File: src/rtl/sdram_pro_mport_arb.sv
// Multi-channel round-robin burst scheduler in front of a single-port SDRAM controller.
// Grants one write or read burst at a time and keeps per-channel wrapping address pointers.
module sdram_pro_mport_arb #(
  parameter int unsigned NUM_CH        = 2,
  parameter int unsigned ADDR_W        = 23,
  parameter int unsigned LEN_W         = 8,
  parameter int unsigned CNT_W         = 10,
  parameter int unsigned RD_FIFO_DEPTH = 512
) (
  input  logic                     sys_clk,
  input  logic                     sys_rst,
  input  logic                     init_end,
  input  logic [NUM_CH-1:0]        ch_wr_en,
  input  logic [NUM_CH-1:0]        ch_rd_en,
  input  logic [NUM_CH*ADDR_W-1:0] ch_wr_b_addr,
  input  logic [NUM_CH*ADDR_W-1:0] ch_wr_e_addr,
  input  logic [NUM_CH*ADDR_W-1:0] ch_rd_b_addr,
  input  logic [NUM_CH*ADDR_W-1:0] ch_rd_e_addr,
  input  logic [NUM_CH*LEN_W-1:0]  ch_wr_burst_len,
  input  logic [NUM_CH*LEN_W-1:0]  ch_rd_burst_len,
  input  logic [NUM_CH*CNT_W-1:0]  ch_wr_fifo_num,
  input  logic [NUM_CH*CNT_W-1:0]  ch_rd_fifo_num,
  input  logic [NUM_CH-1:0]        ch_addr_rst,
  output logic                     sdram_wr_req,
  output logic [ADDR_W-1:0]        sdram_wr_addr,
  output logic [LEN_W-1:0]         sdram_wr_len,
  input  logic                     sdram_wr_ack,
  input  logic                     sdram_wr_end,
  output logic                     sdram_rd_req,
  output logic [ADDR_W-1:0]        sdram_rd_addr,
  output logic [LEN_W-1:0]         sdram_rd_len,
  input  logic                     sdram_rd_ack,
  input  logic                     sdram_rd_end,
  output logic [NUM_CH-1:0]        gnt_onehot,
  output logic                     gnt_is_wr,
  output logic                     busy
);

  localparam int unsigned NumSlots = 2 * NUM_CH;
  localparam int unsigned SlotW    = $clog2(NumSlots);
  localparam int unsigned ChW      = (NUM_CH > 1) ? $clog2(NUM_CH) : 1;
  localparam int unsigned CmpW     = (CNT_W + 1 > LEN_W) ? CNT_W + 1 : LEN_W;
  localparam logic [CNT_W:0]  RdDepth = (CNT_W + 1)'(RD_FIFO_DEPTH);
  localparam logic [ADDR_W:0] AddrOne = (ADDR_W + 1)'(1);

  typedef enum logic [2:0] {StIdle, StWrReq, StWrWait, StRdReq, StRdWait} state_e;

  state_e             state_q;
  logic [SlotW-1:0]   rr_q;
  logic [ChW-1:0]     gnt_ch_q;
  logic [ADDR_W-1:0]  cur_q, b_q, e_q;
  logic [LEN_W-1:0]   len_q;
  logic               rst_pend_q;
  logic [NUM_CH-1:0]  wr_loaded_q, rd_loaded_q, wr_loaded_d, rd_loaded_d;
  logic [ADDR_W-1:0]  wr_ptr_q [NUM_CH];
  logic [ADDR_W-1:0]  rd_ptr_q [NUM_CH];

  logic [ADDR_W-1:0]  wr_b [NUM_CH];
  logic [ADDR_W-1:0]  wr_e [NUM_CH];
  logic [ADDR_W-1:0]  rd_b [NUM_CH];
  logic [ADDR_W-1:0]  rd_e [NUM_CH];
  logic [ADDR_W-1:0]  wr_eff [NUM_CH];
  logic [ADDR_W-1:0]  rd_eff [NUM_CH];
  logic [LEN_W-1:0]   wr_len [NUM_CH];
  logic [LEN_W-1:0]   rd_len [NUM_CH];
  logic [NumSlots-1:0] slot_elig;

  for (genvar k = 0; k < NUM_CH; k++) begin : g_ch
    logic [CNT_W:0] rd_used;
    logic [CNT_W:0] rd_space;

    assign wr_b[k]   = ch_wr_b_addr[k*ADDR_W +: ADDR_W];
    assign wr_e[k]   = ch_wr_e_addr[k*ADDR_W +: ADDR_W];
    assign rd_b[k]   = ch_rd_b_addr[k*ADDR_W +: ADDR_W];
    assign rd_e[k]   = ch_rd_e_addr[k*ADDR_W +: ADDR_W];
    assign wr_len[k] = ch_wr_burst_len[k*LEN_W +: LEN_W];
    assign rd_len[k] = ch_rd_burst_len[k*LEN_W +: LEN_W];

    // Free space in the read FIFO, saturating at zero if the fill level is out of range.
    assign rd_used  = {1'b0, ch_rd_fifo_num[k*CNT_W +: CNT_W]};
    assign rd_space = (rd_used > RdDepth) ? '0 : RdDepth - rd_used;

    assign slot_elig[2*k] = init_end & ch_wr_en[k] & (wr_len[k] != '0) &
                            (CmpW'(ch_wr_fifo_num[k*CNT_W +: CNT_W]) >= CmpW'(wr_len[k]));
    assign slot_elig[2*k+1] = init_end & ch_rd_en[k] & (rd_len[k] != '0) &
                              (CmpW'(rd_space) >= CmpW'(rd_len[k]));

    // A reload pulse in the grant cycle itself already forces the begin address.
    assign wr_eff[k] = (wr_loaded_q[k] & ~ch_addr_rst[k]) ? wr_ptr_q[k] : wr_b[k];
    assign rd_eff[k] = (rd_loaded_q[k] & ~ch_addr_rst[k]) ? rd_ptr_q[k] : rd_b[k];
  end

  logic              grant_found;
  logic [SlotW-1:0]  sel, idx, rr_nxt;
  int unsigned       idx_sum;

  always_comb begin
    grant_found = 1'b0;
    sel         = '0;
    idx         = '0;
    idx_sum     = 0;
    for (int unsigned i = 0; i < NumSlots; i++) begin
      idx_sum = 32'(rr_q) + i;
      if (idx_sum >= NumSlots) idx_sum = idx_sum - NumSlots;
      idx = SlotW'(idx_sum);
      if (!grant_found && slot_elig[idx]) begin
        grant_found = 1'b1;
        sel         = idx;
      end
    end
  end

  logic              sel_wr;
  logic [ChW-1:0]    sel_ch;
  logic [ADDR_W-1:0] sel_addr, sel_b, sel_e;
  logic [LEN_W-1:0]  sel_len;

  assign sel_wr   = ~sel[0];
  assign sel_ch   = ChW'(sel >> 1);
  assign sel_addr = sel_wr ? wr_eff[sel_ch] : rd_eff[sel_ch];
  assign sel_b    = sel_wr ? wr_b[sel_ch]   : rd_b[sel_ch];
  assign sel_e    = sel_wr ? wr_e[sel_ch]   : rd_e[sel_ch];
  assign sel_len  = sel_wr ? wr_len[sel_ch] : rd_len[sel_ch];
  assign rr_nxt   = (sel == SlotW'(NumSlots - 1)) ? '0 : sel + SlotW'(1);

  // Next pointer; falls back to the begin address if the following burst would overrun.
  logic [ADDR_W:0]   nxt_sum, nxt_last, b_last, e_ext;
  logic [ADDR_W-1:0] upd_ptr;

  always_comb begin
    e_ext    = {1'b0, e_q};
    nxt_sum  = {1'b0, cur_q} + (ADDR_W + 1)'(len_q);
    nxt_last = nxt_sum + (ADDR_W + 1)'(len_q) - AddrOne;
    b_last   = {1'b0, b_q} + (ADDR_W + 1)'(len_q) - AddrOne;
    upd_ptr  = ((b_last > e_ext) || (nxt_last > e_ext)) ? b_q : nxt_sum[ADDR_W-1:0];
  end

  logic burst_done, rst_hit, gnt_rst_now;
  logic [NUM_CH-1:0] clr_now;

  assign busy        = (state_q != StIdle);
  assign gnt_rst_now = busy & |(ch_addr_rst & gnt_onehot);
  assign rst_hit     = rst_pend_q | gnt_rst_now;
  assign clr_now     = busy ? (ch_addr_rst & ~gnt_onehot) : ch_addr_rst;
  assign burst_done  = ((state_q == StWrReq)  & sdram_wr_ack & sdram_wr_end) |
                       ((state_q == StWrWait) & sdram_wr_end) |
                       ((state_q == StRdReq)  & sdram_rd_ack & sdram_rd_end) |
                       ((state_q == StRdWait) & sdram_rd_end);

  always_comb begin
    wr_loaded_d = wr_loaded_q & ~clr_now;
    rd_loaded_d = rd_loaded_q & ~clr_now;
    if (burst_done) begin
      if (rst_hit) begin
        wr_loaded_d = wr_loaded_d & ~gnt_onehot;
        rd_loaded_d = rd_loaded_d & ~gnt_onehot;
      end else if (gnt_is_wr) begin
        wr_loaded_d = wr_loaded_d | gnt_onehot;
      end else begin
        rd_loaded_d = rd_loaded_d | gnt_onehot;
      end
    end
  end

  always_ff @(posedge sys_clk or posedge sys_rst) begin
    if (sys_rst) begin
      state_q       <= StIdle;
      rr_q          <= '0;
      gnt_ch_q      <= '0;
      gnt_onehot    <= '0;
      gnt_is_wr     <= 1'b0;
      cur_q         <= '0;
      b_q           <= '0;
      e_q           <= '0;
      len_q         <= '0;
      rst_pend_q    <= 1'b0;
      wr_loaded_q   <= '0;
      rd_loaded_q   <= '0;
      wr_ptr_q      <= '{default: '0};
      rd_ptr_q      <= '{default: '0};
      sdram_wr_req  <= 1'b0;
      sdram_wr_addr <= '0;
      sdram_wr_len  <= '0;
      sdram_rd_req  <= 1'b0;
      sdram_rd_addr <= '0;
      sdram_rd_len  <= '0;
    end else begin
      wr_loaded_q <= wr_loaded_d;
      rd_loaded_q <= rd_loaded_d;

      if (burst_done) begin
        if (!rst_hit) begin
          if (gnt_is_wr) wr_ptr_q[gnt_ch_q] <= upd_ptr;
          else           rd_ptr_q[gnt_ch_q] <= upd_ptr;
        end
        rst_pend_q <= 1'b0;
      end else if (gnt_rst_now) begin
        rst_pend_q <= 1'b1;
      end

      unique case (state_q)
        StIdle: begin
          if (grant_found) begin
            state_q    <= sel_wr ? StWrReq : StRdReq;
            rr_q       <= rr_nxt;
            gnt_ch_q   <= sel_ch;
            gnt_onehot <= NUM_CH'(1) << sel_ch;
            gnt_is_wr  <= sel_wr;
            cur_q      <= sel_addr;
            b_q        <= sel_b;
            e_q        <= sel_e;
            len_q      <= sel_len;
            if (sel_wr) begin
              sdram_wr_req  <= 1'b1;
              sdram_wr_addr <= sel_addr;
              sdram_wr_len  <= sel_len;
            end else begin
              sdram_rd_req  <= 1'b1;
              sdram_rd_addr <= sel_addr;
              sdram_rd_len  <= sel_len;
            end
          end
        end
        StWrReq: begin
          if (sdram_wr_ack) begin
            sdram_wr_req <= 1'b0;
            if (sdram_wr_end) begin
              state_q    <= StIdle;
              gnt_onehot <= '0;
              gnt_is_wr  <= 1'b0;
            end else begin
              state_q <= StWrWait;
            end
          end
        end
        StWrWait: begin
          if (sdram_wr_end) begin
            state_q    <= StIdle;
            gnt_onehot <= '0;
            gnt_is_wr  <= 1'b0;
          end
        end
        StRdReq: begin
          if (sdram_rd_ack) begin
            sdram_rd_req <= 1'b0;
            if (sdram_rd_end) begin
              state_q    <= StIdle;
              gnt_onehot <= '0;
              gnt_is_wr  <= 1'b0;
            end else begin
              state_q <= StRdWait;
            end
          end
        end
        StRdWait: begin
          if (sdram_rd_end) begin
            state_q    <= StIdle;
            gnt_onehot <= '0;
            gnt_is_wr  <= 1'b0;
          end
        end
        default: state_q <= StIdle;
      endcase
    end
  end

endmodule

File: config.mk
export PLATFORM = sky130hd
export DESIGN_NAME = sdram_pro_mport_arb
export DESIGN_NICKNAME = d
export VERILOG_FILES = /design/src/rtl/sdram_pro_mport_arb.sv
export SDC_FILE = /design/constraint.sdc
export NUM_CORES = 1
export LEC_CHECK = 0
export ABC_AREA = 1
export CORE_MARGIN = 2
export CORE_UTILIZATION = 50
export DETAILED_ROUTE_END_ITERATION = 6
export GPL_TIMING_DRIVEN = 0
export PLACE_DENSITY_LB_ADDON = 0.05
export SETUP_SLACK_MARGIN = 0.2
export SLEW_MARGIN = 40
export SYNTH_ARGS = -nofsm -noshare
export SYNTH_HDL_FRONTEND = slang
export SYNTH_SLANG_ARGS = --single-unit
File: constraint.sdc
create_clock -name sys_clk -period 8.62 [get_ports sys_clk]
set_clock_uncertainty 0.1 [all_clocks]
set_input_delay 1.293 -clock sys_clk [delete_from_list [all_inputs] [get_ports sys_clk]]
set_output_delay 1.293 -clock sys_clk [all_outputs]
set_load 0.02 [all_outputs]
==> impl_metrics.env, run 1 <==
export IMPL_status="finished clean"
export IMPL_hold_path_end="rd_ptr_q[31]$_DFFE_PP0P_"
export IMPL_regArea_sq_um=6180
export IMPL_clock_insertion_delay_worst_skew_ns=0.61
export IMPL_cp_slowest_cell="o21ai_0"
export IMPL_drc_errors=0
export IMPL_drv_max_cap_violation_count=0
export IMPL_synth_avg_cell_area_sq_um=6.67
export IMPL_layout_setup_ws_ns=1.20
export IMPL_vias_per_cell=5.69
export IMPL_antenna_diode_count=0
export IMPL_max_clock_path_buffers=3
export IMPL_fraction_of_the_cycle_the_final_worst_path_needs_pct=86.0
export IMPL_nets=3882
export IMPL_tritoncts_clock_tree="built"
export IMPL_worst_setup_path_end_kind="flip-flop"
export IMPL_grt_antenna_before_repair=4
export IMPL_grt_pass1_wl_um=125000
export IMPL_floorplan_initialDensity_pct=50.6
export IMPL_clk_pin_slew_worst_paths_ns=0.06
export IMPL_drt_iter0_drc=2381
export IMPL_final_layout_size_suffix_gt1_share_pct=7.38
export IMPL_placement_setup_worst_slack_ns=1.44
export IMPL_final_min_clock_period_ns=7.42
export IMPL_critical_path_peak_fanout=10
export IMPL_timing_slew_headroom_pct=45.6
export IMPL_antenna_left=0
export IMPL_gp_congestion=1.01
export IMPL_synth_lib_cells_used_distinct=54
export IMPL_type_of_the_tightest_min_delay_check="reg2reg"
export IMPL_rsz0062_at_grt="false"
export IMPL_rr_worst_depth=39
export IMPL_groute_usage_overall_pct=38.9
export IMPL_cp_data_arrival_time_ns=7.81
export IMPL_synthesis_instances=3091
export IMPL_asyncSetResetFlopFracSynth_pct=100
export IMPL_core_sq_um=40700
export IMPL_cts_num_sinks=247
export IMPL_num_vias=22800
export IMPL_setup_total_negative_slack_ns=0
export IMPL_start_kind="flip-flop"
export IMPL_cpPeakStageDelay_ns=0.56
export IMPL_report_final_slew_viol_count=0
export IMPL_root_buffer="clkbuf_16"
export IMPL_whs_path_cells=2
export IMPL_hpwlAfterDp_um=69600
export IMPL_core_rowCount=74
export IMPL_fp_dieW_um=207
export IMPL_synth_top_flop_cell="dfrtp_1"
export IMPL_io_pins=337
export IMPL_setup_reg_to_reg_worst_slack_ns=1.20
export IMPL_detail_route_wirelength_um=83900
export IMPL_max_clock_freq_mhz=135
export IMPL_path_common_cell="nand2_1"
export IMPL_die_height_um=207
export IMPL_report_final_hold_viol_count=0
export IMPL_synth_edf_count=0
export IMPL_grt_overflow_total=0
export IMPL_worst_r2r_endpoint="rd_ptr_q[45]$_DFFE_PP0P_"
export IMPL_cts_setup_buffers=0
export IMPL_setup_viol=0
export IMPL_drtPass1Iterations=6
export IMPL_postCtsHoldBufs=0
export IMPL_average_routed_wire_per_standard_cell_um=20.9
export IMPL_required_ns=9.01
export IMPL_synth_fp_nets=3511
export IMPL_numPortBuffers=336
export IMPL_p_r_area_growth_vs_syn_pct=25.0
export IMPL_timing_worst_setup_path_type="reg2reg"
export IMPL_cts_inserted_buffers=30
export IMPL_grt_pass1_vias=22100
export IMPL_postSynthRegisterBits=247
export IMPL_cts_repair_resized=0
export IMPL_grt_start_max_net_pins=80
export IMPL_final_fill_count=3776
export IMPL_rr_startpoint="len_q[0]$_DFFE_PP0P_"
export IMPL_synth_sequential_area_ratio_pct=30.0
export IMPL_timing_worst_slew_pin_value_ns=0.816
export IMPL_fp_dieArea_sq_um=42800
export IMPL_timing_hold_worst_start="rd_ptr_q[31]$_DFFE_PP0P_"
export IMPL_synth_warnings=0
export IMPL_multiInputGateArea_sq_um=12200
export IMPL_syn_area_sq_um=20600
export IMPL_htree_num_levels=1
## sequential cells by signal, summed over array words and instances (netlist names), 2 cells and up, named ones only
name	count
rd_ptr_q	46
wr_ptr_q	46
b_q	23
cur_q	23
e_q	23
sdram_rd_addr	23
sdram_wr_addr	23
len_q	8
sdram_rd_len	8
sdram_wr_len	8
state_q	3
gnt_onehot	2
rd_loaded_q	2
wr_loaded_q	2
## per-stage QoR
step | utilization (%) | hold slack [ns] | cells | cell area, sq um
2_1_floorplan | - | 0.344 | 3091 | 20600
3_3_place_gp | 60.5 | 0.357 | 3959 | 24600
3_5_place_dp | 60.7 | 0.360 | 3962 | 24700
4_1_cts | 63.2 | 0.376 | 4015 | 25700
5_1_grt | 63.2 | 0.393 | 4015 | 25700
6_report | 63.2 | 0.376 | 4015 | 25700
## synth_stat cells (3+ instances only)
cell type	count	area, sq um
nand2_4	23	259
or2_1	20	125
nor2_2	11	68.8
buf_1	4	15.0
buf_6	5	56.3
fa_1	3	60.1
nand2_1	989	3710
o211ai_1	6	45.0
ha_1	148	1850
a211oi_1	4	30.0
buf_4	19	143
nand2_2	30	188
buf_2	31	155
nor2_1	168	631
inv_2	16	60.1
nand4_1	39	244
o21a_1	4	30.0
o221ai_1	4	35.0
xnor2_1	18	158
o21bai_1	3	22.5
nand3b_1	12	90.1
nand3_2	18	180
nor3_1	18	90.1
clkbuf_1	60	225
a21oi_1	124	621
nand3_4	11	193
dfrtp_1	247	6180
o21ai_0	115	576
o21ai_1	17	85.1
or2_2	23	144
a21o_1	5	37.5
nand3_1	430	2150
inv_1	385	1450
nor4_1	13	81.3
xor2_1	37	324
a31oi_1	3	18.8
or2_0	3	18.8
## placed cells by master (no fill, tap or decap), types with 19 or more instances in the layout
cell type,instances
buf_2,31
ha_1,148
dfrtp_1,247
nor2_1,168
xor2_1,37
buf_4,19
nand2_4,23
or2_1,20
clkbuf_16,30
nand2_1,989
inv_1,384
clkdlybuf4s50_1,336
nand3_1,430
nand2_2,30
nand4_1,39
or2_2,23
clkbuf_1,62
o21ai_0,115
a21oi_1,124
## how the worst max path moves through the flow
stage / start / endpoint / slack, ns / depth (start not counted)
after floorplan: sys_rst / asynchronous set/reset pin / 0.44 / 1
after global placement: sys_rst / cur_q[2]$_DFFE_PP0P_ / -2.90 / 2
after detailed placement: len_q[0]$_DFFE_PP0P_ / rd_ptr_q[45]$_DFFE_PP0P_ / 1.44 / 39
after CTS: len_q[0]$_DFFE_PP0P_ / rd_ptr_q[45]$_DFFE_PP0P_ / 1.40 / 39
after global routing: len_q[0]$_DFFE_PP0P_ / rd_ptr_q[45]$_DFFE_PP0P_ / 0.77 / 39
final: len_q[0]$_DFFE_PP0P_ / rd_ptr_q[45]$_DFFE_PP0P_ / 1.20 / 39
## metal layers
metal / up-vias / track usage [%] / wire length [um]
li1: 10700 / - / -
met1: 10700 / 47.7 / 32300
met2: 1241 / 63.7 / 38000
met3: 259 / 9.40 / 8700
met4: 8 / 19.8 / 4790
met5: - / 0 / 52
## logic make-up (layout without fill, tap and decap cells)
kind of cell	Yosys count	after routing	synth area share [%]
and+or+nand+nor	1815	1815	40.0
buffers and inverters	525	917	10.5
adders and majority gates	151	151	9.28
AOI/OAI and AO/OA	298	298	7.80
xor gates and xnor gates	55	55	2.34
DFF	247	247	30.0
## critical path, delay by kind of cell (launching register included)
family	cells	cell delay, ns
AO/OA/AOI/OAI	4	1.15
XOR/XNOR	2	0.47
adder cells (fa/ha/maj)	5	1.82
buffers and inverters	4	0.61
flip-flops	1	0.54
AND/OR/NAND/NOR	24	2.60
## final cells by class
| cell class | count | area share (%) |
|---|---|---|
| Buffer | 123 | 2.59 |
| Clock buffer | 38 | 3.23 |
| Clock inverter | 15 | 0.758 |
| Inverter | 402 | 5.89 |
| Multi-Input combinational cell | 2319 | 47.6 |
| Sequential cell | 247 | 24.0 |
| Tap cell | 532 | 2.59 |
| Timing Repair Buffer | 339 | 13.4 |
Power of run 1 is left out: the tool's default activity adds up to more than one toggle a clock period on the data nets, which glitch-free logic cannot reach.
==> inputs of run 2 (changes only) <==
--- a/config.mk
+++ b/config.mk
@@ -6,8 +6,9 @@
 export NUM_CORES = 1
 export LEC_CHECK = 0
 export ABC_AREA = 1
+export CORE_ASPECT_RATIO = 0.5
 export CORE_MARGIN = 2
-export CORE_UTILIZATION = 50
+export CORE_UTILIZATION = 55
 export DETAILED_ROUTE_END_ITERATION = 6
 export GPL_TIMING_DRIVEN = 0
 export PLACE_DENSITY_LB_ADDON = 0.05
==> constraint.sdc (replaced) <==
create_clock -name sys_clk -period 7.87 [get_ports sys_clk]
set_clock_uncertainty 0.1 [all_clocks]
set_input_delay 1.1805 -clock sys_clk [delete_from_list [all_inputs] [get_ports sys_clk]]
set_output_delay 1.1805 -clock sys_clk [all_outputs]
set_load 0.02 [all_outputs]
==> run 2 against run 1 <==
Against the previous run:
- global-route usage grew 3.2 points
- critical path depth shrank 4
- non-clock buffer count grew 8
- critical path type unchanged
- sequential share of layout area is essentially flat
- sequential cell count is the same
- register-to-register slack lost 0.69 ns
==> impl_metrics.env, run 2 (same netlist as run 1, synthesis figures left out) <==
export IMPL_setup_reg_to_reg_worst_slack_ns=0.52
export IMPL_critPathCapture="rd_ptr_q[45]$_DFFE_PP0P_"
export IMPL_type_of_the_tightest_min_delay_check="reg2reg"
export IMPL_clock_insertion_delay_worst_skew_ns=0.58
export IMPL_die_height_um=141
export IMPL_nets=3885
export IMPL_fp_dieW_um=278
export IMPL_grt_antenna_before_repair=5
export IMPL_multiInputGateArea_sq_um=12300
export IMPL_worst_setup_path_end_kind="flip-flop"
export IMPL_grt_start_max_net_pins=26
export IMPL_max_clock_freq_mhz=136
export IMPL_setup_total_negative_slack_ns=0
export IMPL_io_pins=337
export IMPL_timing_worst_slew_pin_value_ns=0.883
export IMPL_fin_worst_hold_slack_ns=0.376
export IMPL_leading_cell_types_in_the_layout_fill_and_taps_excluded="nand2_1 (989), nand3_1 (430), inv_1 (384)"
export IMPL_root_buffer="clkbuf_16"
export IMPL_timing_hold_worst_start="rd_ptr_q[26]$_DFFE_PP0P_"
export IMPL_final_min_clock_period_ns=7.35
export IMPL_regArea_sq_um=6180
export IMPL_numPortBuffers=336
export IMPL_timing_worst_setup_path_type="reg2reg"
export IMPL_worst_setup_path_startpoint="len_q[0]$_DFFE_PP0P_"
export IMPL_start_kind="flip-flop"
export IMPL_fraction_of_the_cycle_the_final_worst_path_needs_pct=93.4
export IMPL_max_clock_path_buffers=3
export IMPL_cts_num_sinks=247
export IMPL_core_sq_um=37200
export IMPL_cp_data_arrival_time_ns=7.72
export IMPL_vias_per_cell=5.77
export IMPL_grt_overflow_total=0
export IMPL_grt_pass1_vias=22000
export IMPL_cp_slowest_cell="dfrtp_1"
export IMPL_path_common_cell="nand2_1"
export IMPL_floorplan_initialDensity_pct=55.4
export IMPL_drt_iter0_drc=2996
export IMPL_status="finished clean"
export IMPL_num_vias=23000
export IMPL_biggestRegsByFlops="rd_ptr_q x46, wr_ptr_q x46"
export IMPL_report_final_hold_viol_count=0
export IMPL_cpPeakStageDelay_ns=0.60
export IMPL_drtPass1Iterations=7
export IMPL_report_final_slew_viol_count=0
export IMPL_timing_slew_headroom_pct=41.2
export IMPL_drc_errors=0
export IMPL_drv_max_cap_violation_count=0
export IMPL_hpwlAfterDp_um=68500
export IMPL_final_instance_count_excl_fill=3979
export IMPL_average_routed_wire_per_standard_cell_um=21.0
export IMPL_htree_num_levels=1
export IMPL_rr_worst_depth=35
export IMPL_fp_dieArea_sq_um=39100
export IMPL_rsz0062_at_grt="false"
export IMPL_p_r_area_growth_vs_syn_pct=24.9
export IMPL_grt_pass1_wl_um=125000
export IMPL_worst_r2r_endpoint="rd_ptr_q[45]$_DFFE_PP0P_"
export IMPL_final_layout_size_suffix_gt1_share_pct=7.46
export IMPL_antenna_left=0
export IMPL_setup_viol=0
export IMPL_clk_pin_slew_worst_paths_ns=0.07
export IMPL_rr_startpoint="len_q[0]$_DFFE_PP0P_"
export IMPL_layout_commonest_cell="nand2_1"
export IMPL_final_fill_count=3180
export IMPL_gp_congestion=1.05
export IMPL_required_ns=8.24
export IMPL_groute_usage_overall_pct=42.1
export IMPL_cts_inserted_buffers=25
export IMPL_core_rowCount=50
export IMPL_critical_path_peak_fanout=10
export IMPL_detail_route_wirelength_um=83700
export IMPL_tritoncts_clock_tree="built"
export IMPL_post_place_cells=3932
[run 2: worst max-delay path, delay by kind of cell (launching register included)]
kind,cells,cell delay [ns]
simple gates,16,2.38
flops,1,0.60
compound gates,7,1.37
fa+ha+maj,5,1.69
buf+inv,5,0.67
xor+xnor,2,0.42
[run 2: what timing repair did]
item	4_1_cts	5_1_grt
buffers inserted	0	0
hold buffers	0	0
resized for setup	0	2
setup endpoints to repair	0	34
[run 2: cell type report]
cell class | count | area share (%)
clock inverter | 14 | 0.681
inverter | 402 | 5.88
multi-input combinational | 2319 | 47.6
sequential | 247 | 24.0
timing repair buffer | 347 | 14.1
antenna | 1 | 0.00973
buffer | 123 | 2.59
clock buffer | 32 | 2.69
tap | 494 | 2.40
[run 2: worst min-delay path by stage]
| stage | to | slack [ns] | cells after the start |
|---|---|---|---|
| finish | rd_ptr_q[26]$_DFFE_PP0P_ | 0.38 | 2 |
| CTS | wr_ptr_q[3]$_DFFE_PP0P_ | 0.38 | 2 |
| global placement | wr_ptr_q[7]$_DFFE_PP0P_ | 0.36 | 2 |
| global route | rd_ptr_q[45]$_DFFE_PP0P_ | 0.40 | 2 |
| floorplan | rd_ptr_q[0]$_DFFE_PP0P_ | 0.34 | 2 |
| detailed placement | wr_ptr_q[30]$_DFFE_PP0P_ | 0.36 | 2 |
[run 2: metal layers]
| layer | vias up | wire length (um) | GRT usage [%] |
|---|---|---|---|
| met4 | 8 | 3110 | 14.0 |
| met5 | - | 46 | 0 |
| met1 | 10700 | 33900 | 54.7 |
| li1 | 10700 | - | - |
| met2 | 1343 | 35100 | 64.5 |
| met3 | 221 | 11600 | 15.9 |
[run 2: metrics by stage]
stage	cell area, sq um	worst slack, ns	utilization [%]
final	25700	0.517	69.2
after detailed placement	24900	0.505	66.9
after floorplan	20600	2.35	-
after global routing	25700	0.241	69.2
after global placement	24600	0.625	66.2
after CTS	25700	0.438	69.2
Power of run 2 is left out for the same reason.
